<file path="config.mk">
export PLATFORM = sky130hd
export DESIGN_NAME = adder_share_arbiter
export DESIGN_NICKNAME = d
export VERILOG_FILES = /design/src/rtl/adder_arb_pkg.sv /design/src/rtl/Ripple_Carry_Adder.sv /design/src/rtl/adder_share_arbiter_rr_pick.sv /design/src/rtl/adder_share_arbiter.sv
export SDC_FILE = /design/constraint.sdc
export NUM_CORES = 1
export LEC_CHECK = 0
export ABC_AREA = 1
export CAP_MARGIN = 40
export CORE_MARGIN = 1
export CORE_UTILIZATION = 45
export DETAILED_ROUTE_END_ITERATION = 10
export PLACE_DENSITY_LB_ADDON = 0.2
export SYNTH_ARGS = -nofsm -noshare
export SYNTH_HDL_FRONTEND = slang
export SYNTH_SLANG_ARGS = --single-unit
export TNS_END_PERCENT = 50
</file>
<file path="constraint.sdc">
create_clock -name clk -period 2.83 [get_ports clk]
set_input_delay 0.566 -clock clk [delete_from_list [all_inputs] [get_ports clk]]
set_output_delay 0.566 -clock clk [all_outputs]
set_load 0.1 [all_outputs]
</file>
<file path="src/rtl/adder_arb_pkg.sv">
`default_nettype none
// ============================================================================
// Module   : adder_arb_pkg
// Purpose  : Shared widths, reset values and the rsp_id width derivation.
// Revision : 1.0
// ============================================================================
package adder_arb_pkg;

  localparam int C_ADDER_W      = 4;
  localparam int C_DEFAULT_NREQ = 4;

  localparam logic                 C_RST_VALID = 1'b0;
  localparam logic [C_ADDER_W-1:0] C_RST_SUM   = '0;
  localparam logic                 C_RST_COUT  = 1'b0;

  function automatic int idw_of(input int n);
    return (n <= 2) ? 1 : $clog2(n);
  endfunction

endpackage
`default_nettype wire

</file>
<file path="src/rtl/Ripple_Carry_Adder.sv">
`default_nettype none
// ============================================================================
// Module   : Ripple_Carry_Adder
// Purpose  : 4-bit ripple-carry adder, {cout,sum} = a + b + cin.
// Revision : 1.0
// ============================================================================
module Ripple_Carry_Adder (
  input  logic [3:0] a,
  input  logic [3:0] b,
  input  logic       cin,
  output logic [3:0] sum,
  output logic       cout
);

  logic [4:0] w_c;

  assign w_c[0] = cin;

  for (genvar i = 0; i < 4; i++) begin : g_bit
    assign sum[i]   = a[i] ^ b[i] ^ w_c[i];
    assign w_c[i+1] = (a[i] & b[i]) | (w_c[i] & (a[i] ^ b[i]));
  end

  assign cout = w_c[4];

endmodule
`default_nettype wire

</file>
<file path="src/rtl/adder_share_arbiter_rr_pick.sv">
`default_nettype none
// ============================================================================
// Module   : rr_pick
// Purpose  : Combinational round-robin picker (priority encoder when
//            ADDER_ARB_FIXED_PRI_EN is defined; the ptr port is then absent).
// Revision : 1.0
// ============================================================================
module rr_pick
  import adder_arb_pkg::*;
#(
  parameter int NREQ = C_DEFAULT_NREQ,
  parameter int IDW  = idw_of(NREQ)
) (
  input  logic [NREQ-1:0] eligible,
`ifndef ADDER_ARB_FIXED_PRI_EN
  input  logic [IDW-1:0]  ptr,
`endif
  output logic [NREQ-1:0] winner_oh,
  output logic [IDW-1:0]  winner_idx,
  output logic            any
);

  logic [IDW-1:0] w_k;

  always_comb begin
    winner_oh  = '0;
    winner_idx = '0;
    any        = 1'b0;
    w_k        = '0;
    for (int off = 0; off < NREQ; off++) begin
`ifdef ADDER_ARB_FIXED_PRI_EN
      w_k = IDW'(off);
`else
      w_k = IDW'((int'(ptr) + off) % NREQ);
`endif
      if (!any && eligible[w_k]) begin
        any            = 1'b1;
        winner_oh[w_k] = 1'b1;
        winner_idx     = w_k;
      end
    end
  end

endmodule
`default_nettype wire

</file>
<file path="src/rtl/adder_share_arbiter.sv">
`default_nettype none
// ============================================================================
// Module   : adder_share_arbiter
// Purpose  : Shares one 4-bit ripple-carry adder among NREQ requesters with a
//            grant/capture stage and a backpressured result stage.
//            ADDER_ARB_FIXED_PRI_EN selects fixed priority (lowest index wins).
// Revision : 1.0
// ============================================================================
module adder_share_arbiter
  import adder_arb_pkg::*;
#(
  parameter  int NREQ = C_DEFAULT_NREQ,
  parameter  int W    = C_ADDER_W,
  localparam int IDW  = idw_of(NREQ)
) (
  input  logic              clk,
  input  logic              rst,
  input  logic [NREQ-1:0]   req,
  input  logic [NREQ*W-1:0] a_flat,
  input  logic [NREQ*W-1:0] b_flat,
  input  logic [NREQ-1:0]   cin,
  output logic [NREQ-1:0]   gnt,
  output logic              rsp_valid,
  input  logic              rsp_ready,
  output logic [IDW-1:0]    rsp_id,
  output logic [W-1:0]      rsp_sum,
  output logic              rsp_cout
);

  if (W != C_ADDER_W) begin : g_bad_width
    $error("adder_share_arbiter: W must equal the shared adder width");
  end
  if (NREQ < 2 || NREQ > 8) begin : g_bad_nreq
    $error("adder_share_arbiter: NREQ must be in 2..8");
  end

  logic [NREQ-1:0] w_eligible;
  logic [NREQ-1:0] w_win_oh;
  logic [IDW-1:0]  w_win_idx;
  logic            w_any;
  logic            w_stall;
  logic            w_capture;
  logic            w_s1_adv;
  logic [W-1:0]    w_a_sel;
  logic [W-1:0]    w_b_sel;
  logic            w_cin_sel;
  logic [W-1:0]    w_sum;
  logic            w_cout;

  logic            r_s1_valid;
  logic [W-1:0]    r_s1_a;
  logic [W-1:0]    r_s1_b;
  logic            r_s1_cin;
  logic [IDW-1:0]  r_s1_id;

  // The current grant holder is masked while it drops its request.
  assign w_eligible = req & ~gnt;
  assign w_stall    = rsp_valid & ~rsp_ready & r_s1_valid;
  assign w_capture  = w_any & ~w_stall;
  assign w_s1_adv   = r_s1_valid & (~rsp_valid | rsp_ready);

`ifndef ADDER_ARB_FIXED_PRI_EN
  logic [IDW-1:0] r_ptr;
  logic [IDW-1:0] w_ptr_next;

  assign w_ptr_next = (w_win_idx == IDW'(NREQ - 1)) ? '0 : w_win_idx + IDW'(1);
`endif

  rr_pick #(
    .NREQ(NREQ),
    .IDW (IDW)
  ) u_pick (
    .eligible  (w_eligible),
`ifndef ADDER_ARB_FIXED_PRI_EN
    .ptr       (r_ptr),
`endif
    .winner_oh (w_win_oh),
    .winner_idx(w_win_idx),
    .any       (w_any)
  );

  always_comb begin
    w_a_sel   = '0;
    w_b_sel   = '0;
    w_cin_sel = 1'b0;
    for (int i = 0; i < NREQ; i++) begin
      if (w_win_oh[i]) begin
        w_a_sel   = a_flat[i*W +: W];
        w_b_sel   = b_flat[i*W +: W];
        w_cin_sel = cin[i];
      end
    end
  end

  Ripple_Carry_Adder u_adder (
    .a   (r_s1_a),
    .b   (r_s1_b),
    .cin (r_s1_cin),
    .sum (w_sum),
    .cout(w_cout)
  );

  always_ff @(posedge clk) begin
    if (rst) begin
      gnt        <= '0;
      rsp_valid  <= C_RST_VALID;
      rsp_id     <= '0;
      rsp_sum    <= C_RST_SUM;
      rsp_cout   <= C_RST_COUT;
      r_s1_valid <= 1'b0;
      r_s1_a     <= '0;
      r_s1_b     <= '0;
      r_s1_cin   <= 1'b0;
      r_s1_id    <= '0;
`ifndef ADDER_ARB_FIXED_PRI_EN
      r_ptr      <= '0;
`endif
    end else begin
      gnt <= w_capture ? w_win_oh : '0;

      if (w_capture) begin
        r_s1_valid <= 1'b1;
        r_s1_a     <= w_a_sel;
        r_s1_b     <= w_b_sel;
        r_s1_cin   <= w_cin_sel;
        r_s1_id    <= w_win_idx;
      end else if (w_s1_adv) begin
        r_s1_valid <= 1'b0;
      end

      // Advancing s1 overwrites a result being handed off in the same cycle.
      if (w_s1_adv) begin
        rsp_valid <= 1'b1;
        rsp_id    <= r_s1_id;
        rsp_sum   <= w_sum;
        rsp_cout  <= w_cout;
      end else if (rsp_ready) begin
        rsp_valid <= 1'b0;
      end

`ifndef ADDER_ARB_FIXED_PRI_EN
      if (w_capture) begin
        r_ptr <= w_ptr_next;
      end
`endif
    end
  end

endmodule
`default_nettype wire
</file>
==> impl_metrics.env <==
export IMPL_num_rows=22
export IMPL_crit_arrival_ns=2.54
export IMPL_htree_levels=1
export IMPL_antennaDiodeCount=0
export IMPL_syn_avg_cell_area_um2=6.84
export IMPL_synthAdderAreaFrac_pct=8.66
export IMPL_crit_cells=14
export IMPL_synth_seq_cells=26
export IMPL_fmaxAchievable_mhz=420
export IMPL_maxSlewHeadroom_pct=69.5
export IMPL_wl_um=4200
export IMPL_synth_xor_area_share_pct=0
export IMPL_post_route_util_pct=64.8
export IMPL_fin_skew_ns=0.00178
export IMPL_gp_congestion=0.884
export IMPL_crit_chain="inv_2 -> ha_1 -> inv_1 -> nand3_1 -> nand2_1 -> nand2_2 -> nor2_4 -> nand3_1 -> nand2_4 -> inv_4 -> nor2_1 -> nor2_1 -> nand2_1 -> a21oi_2"
export IMPL_antenna_found_initial=0
export IMPL_cts_setup_buffers=0
export IMPL_synth_top_area_share_pct=29.1
export IMPL_dr_pass1_iters=4
export IMPL_synth_simple_area_share_pct=35.9
export IMPL_reg2reg_slack_ns=0.45
export IMPL_grt_setup_unrepaired="no"
export IMPL_synth_top_family_by_area="simple AND/OR/NAND/NOR gates"
export IMPL_syn_cell_area_um2=1790
export IMPL_finalCriticalPeriod_ns=2.38
export IMPL_yosysSeqAreaShare_pct=29.1
export IMPL_fin_cells=366
export IMPL_cts_tree="built"
export IMPL_io_pins=55
export IMPL_cts_root_buf="clkbuf_8"
export IMPL_setup_viol=0
export IMPL_dieArea_um2=4240
export IMPL_r2r_cells=14
export IMPL_die_h_um=65.1
export IMPL_avgRoutedWirePerCell_um=11.5
export IMPL_maxCapViolCount=0
export IMPL_core_area_um2=3740
export IMPL_vias=1805
export IMPL_holdBufCountCts=0
export IMPL_critPathMaxStageDelay_ns=0.58
export IMPL_final_hold_viol_count=0
export IMPL_critPathBufInv=3
export IMPL_grt_pass1_wl_um=6900
export IMPL_synth_compound_area_share_pct=18.7
export IMPL_fin_nets=372
export IMPL_drc_errors=0
export IMPL_dp_cells=362
export IMPL_power_density_nw_per_um2=1410
export IMPL_grt_max_degree=20
export IMPL_ir_worst_vdd_uv=983
export IMPL_vias_per_cell=4.93
export IMPL_worst_setup_path_type="reg2reg"
export IMPL_clkLatencyLatePin_ns=0.27
export IMPL_tns_ns=0
export IMPL_worst_slack_ns=0.451
export IMPL_portBuffers=54
export IMPL_ant_nets=0
export IMPL_pre_cts_ws_ns=0.410
export IMPL_synth_most_common_cell="nand2_1"
export IMPL_rr_endpoint="r_s1_a[0]"
export IMPL_hp_class="reg2reg"
export IMPL_die_w_um=65.1
export IMPL_critPathLaunchType="flip-flop"
export IMPL_tightestPinTransition_ns=0.458
export IMPL_critPathMaxFanout=10
export IMPL_synth_edf_count=0
export IMPL_drive_above_1_share_pct=15.7
export IMPL_yosysTopAreaCell="dfxtp_1"
export IMPL_critPathSlowestCell="dfxtp_1"
export IMPL_clk_pin_slew_worst_paths_ns=0.09
export IMPL_maxSlewViolCount=0
export IMPL_syn_instance_count=262
export IMPL_syn_num_nets=315
export IMPL_crit_end="r_s1_a[0]"
export IMPL_ys_warn_count=0
export IMPL_fin_crit_sh_pct=84.1
export IMPL_track_usage_pct=20.8
export IMPL_dp_hpwl_um=3300
export IMPL_crit_family="simple AND/OR/NAND/NOR gates"
export IMPL_status="completed"
export IMPL_post_cts_resized=0
export IMPL_endpoint_kind="flip-flop"
export IMPL_power_leakage_nw=1.08
export IMPL_holdWs_ns=0.459
export IMPL_overflow=0
export IMPL_ys_top_cells_by_count="nand2_1 (53), nor2_1 (39), a21oi_1 (26), dfxtp_1 (26), nand3_1 (24)"
export IMPL_synth_ff_type="dfxtp_1"
export IMPL_ys_async_sr_fraction_pct=0
export IMPL_drt_iter0_drc=79
export IMPL_synthTopCellsByArea="dfxtp_1 (29%), nand2_1 (11%), nor2_1 (8.2%)"
export IMPL_cts_sinks=26
export IMPL_area_delta_synth_final_pct=35.3
export IMPL_clock_path_buffers=2
export IMPL_synth_mux_area_share_pct=0
export IMPL_yosys_cell_types_count=26
export IMPL_cp_required_ns=2.99
export IMPL_numCtsBuffers=3
export IMPL_start_util_pct=47.9
export IMPL_grt_pass1_vias=1581
## flip-flops by register name, indices dropped and copies added (netlist names), named ones only
name,count
rsp_cout,1
rsp_valid,1
r_s1_valid,1
r_s1_cin,1
r_s1_b,4
r_s1_a,4
r_s1_id,2
r_ptr,1
gnt,4
rsp_id,2
rsp_sum,4
## cells in the final DEF (no fill, tap or decap), drive strengths merged, types with 6 or more instances in the layout
cell | netlist | routed
nor2 | 44 | 44
clkdlybuf4s50 | 0 | 42
buf | 3 | 15
nand2 | 60 | 60
nand3 | 30 | 30
a21oi | 35 | 35
o21ai | 21 | 21
ha | 6 | 6
inv | 27 | 27
dfxtp | 26 | 26
## layer usage
metal,vias to the layer above,track usage [%],wire length [um]
li1,966,-,-
met1,779,30.8,2110
met2,58,31.3,1820
met3,2,2.95,248
met4,0,5.43,25
met5,-,0,0
## through the flow
step,power (mW),cell area (um2)
CTS,3.40,2420
floorplan,2.60,1790
finish,3.41,2420
global placement,3.04,2350
detailed placement,3.08,2350
global route,3.70,2420
## worst min-delay path by stage
stage	slack [ns]	from	end	cells past startpoint
after global routing	0.49	r_s1_id[0]	r_s1_id[0]	2
final	0.46	r_s1_id[1]	rsp_id[1]	2
after floorplan	0.43	r_s1_id[1]	rsp_id[1]	2
after detailed placement	0.45	r_s1_id[1]	rsp_id[1]	2
after CTS	0.46	r_s1_id[1]	rsp_id[1]	2
after global placement	0.44	r_s1_id[1]	rsp_id[1]	2
## report_power, final
group          switching [mW]  leakage, nW  internal (mW)
Clock                   0.115       0.0357          0.189
Sequential             0.0964        0.215          0.508
Combinational            1.74        0.834          0.758
Total                    1.95         1.08           1.46
## final cells by class
cell class | instances | area [um2]
sequential | 26 | 520
timing repair buffer | 57 | 533
tap | 48 | 60.1
inverter | 27 | 106
clock buffer | 3 | 41.3
fill | 352 | 1320
multi-input combinational | 204 | 1130
clock inverter | 1 | 30.0
## worst min-delay path, stage by stage, from the launching register on
cell     delay [ns]
dfxtp_1        0.31
inv_1          0.06
a21oi_1        0.05
## cell families after synthesis
family	Yosys count
buffers and inverters	32
AND/OR/NAND/NOR	135
AO/OA/AOI/OAI	59
flip-flops	26
adder cells (fa/ha/maj)	10
No activity file was read; power rests on OpenSTA's default activity.
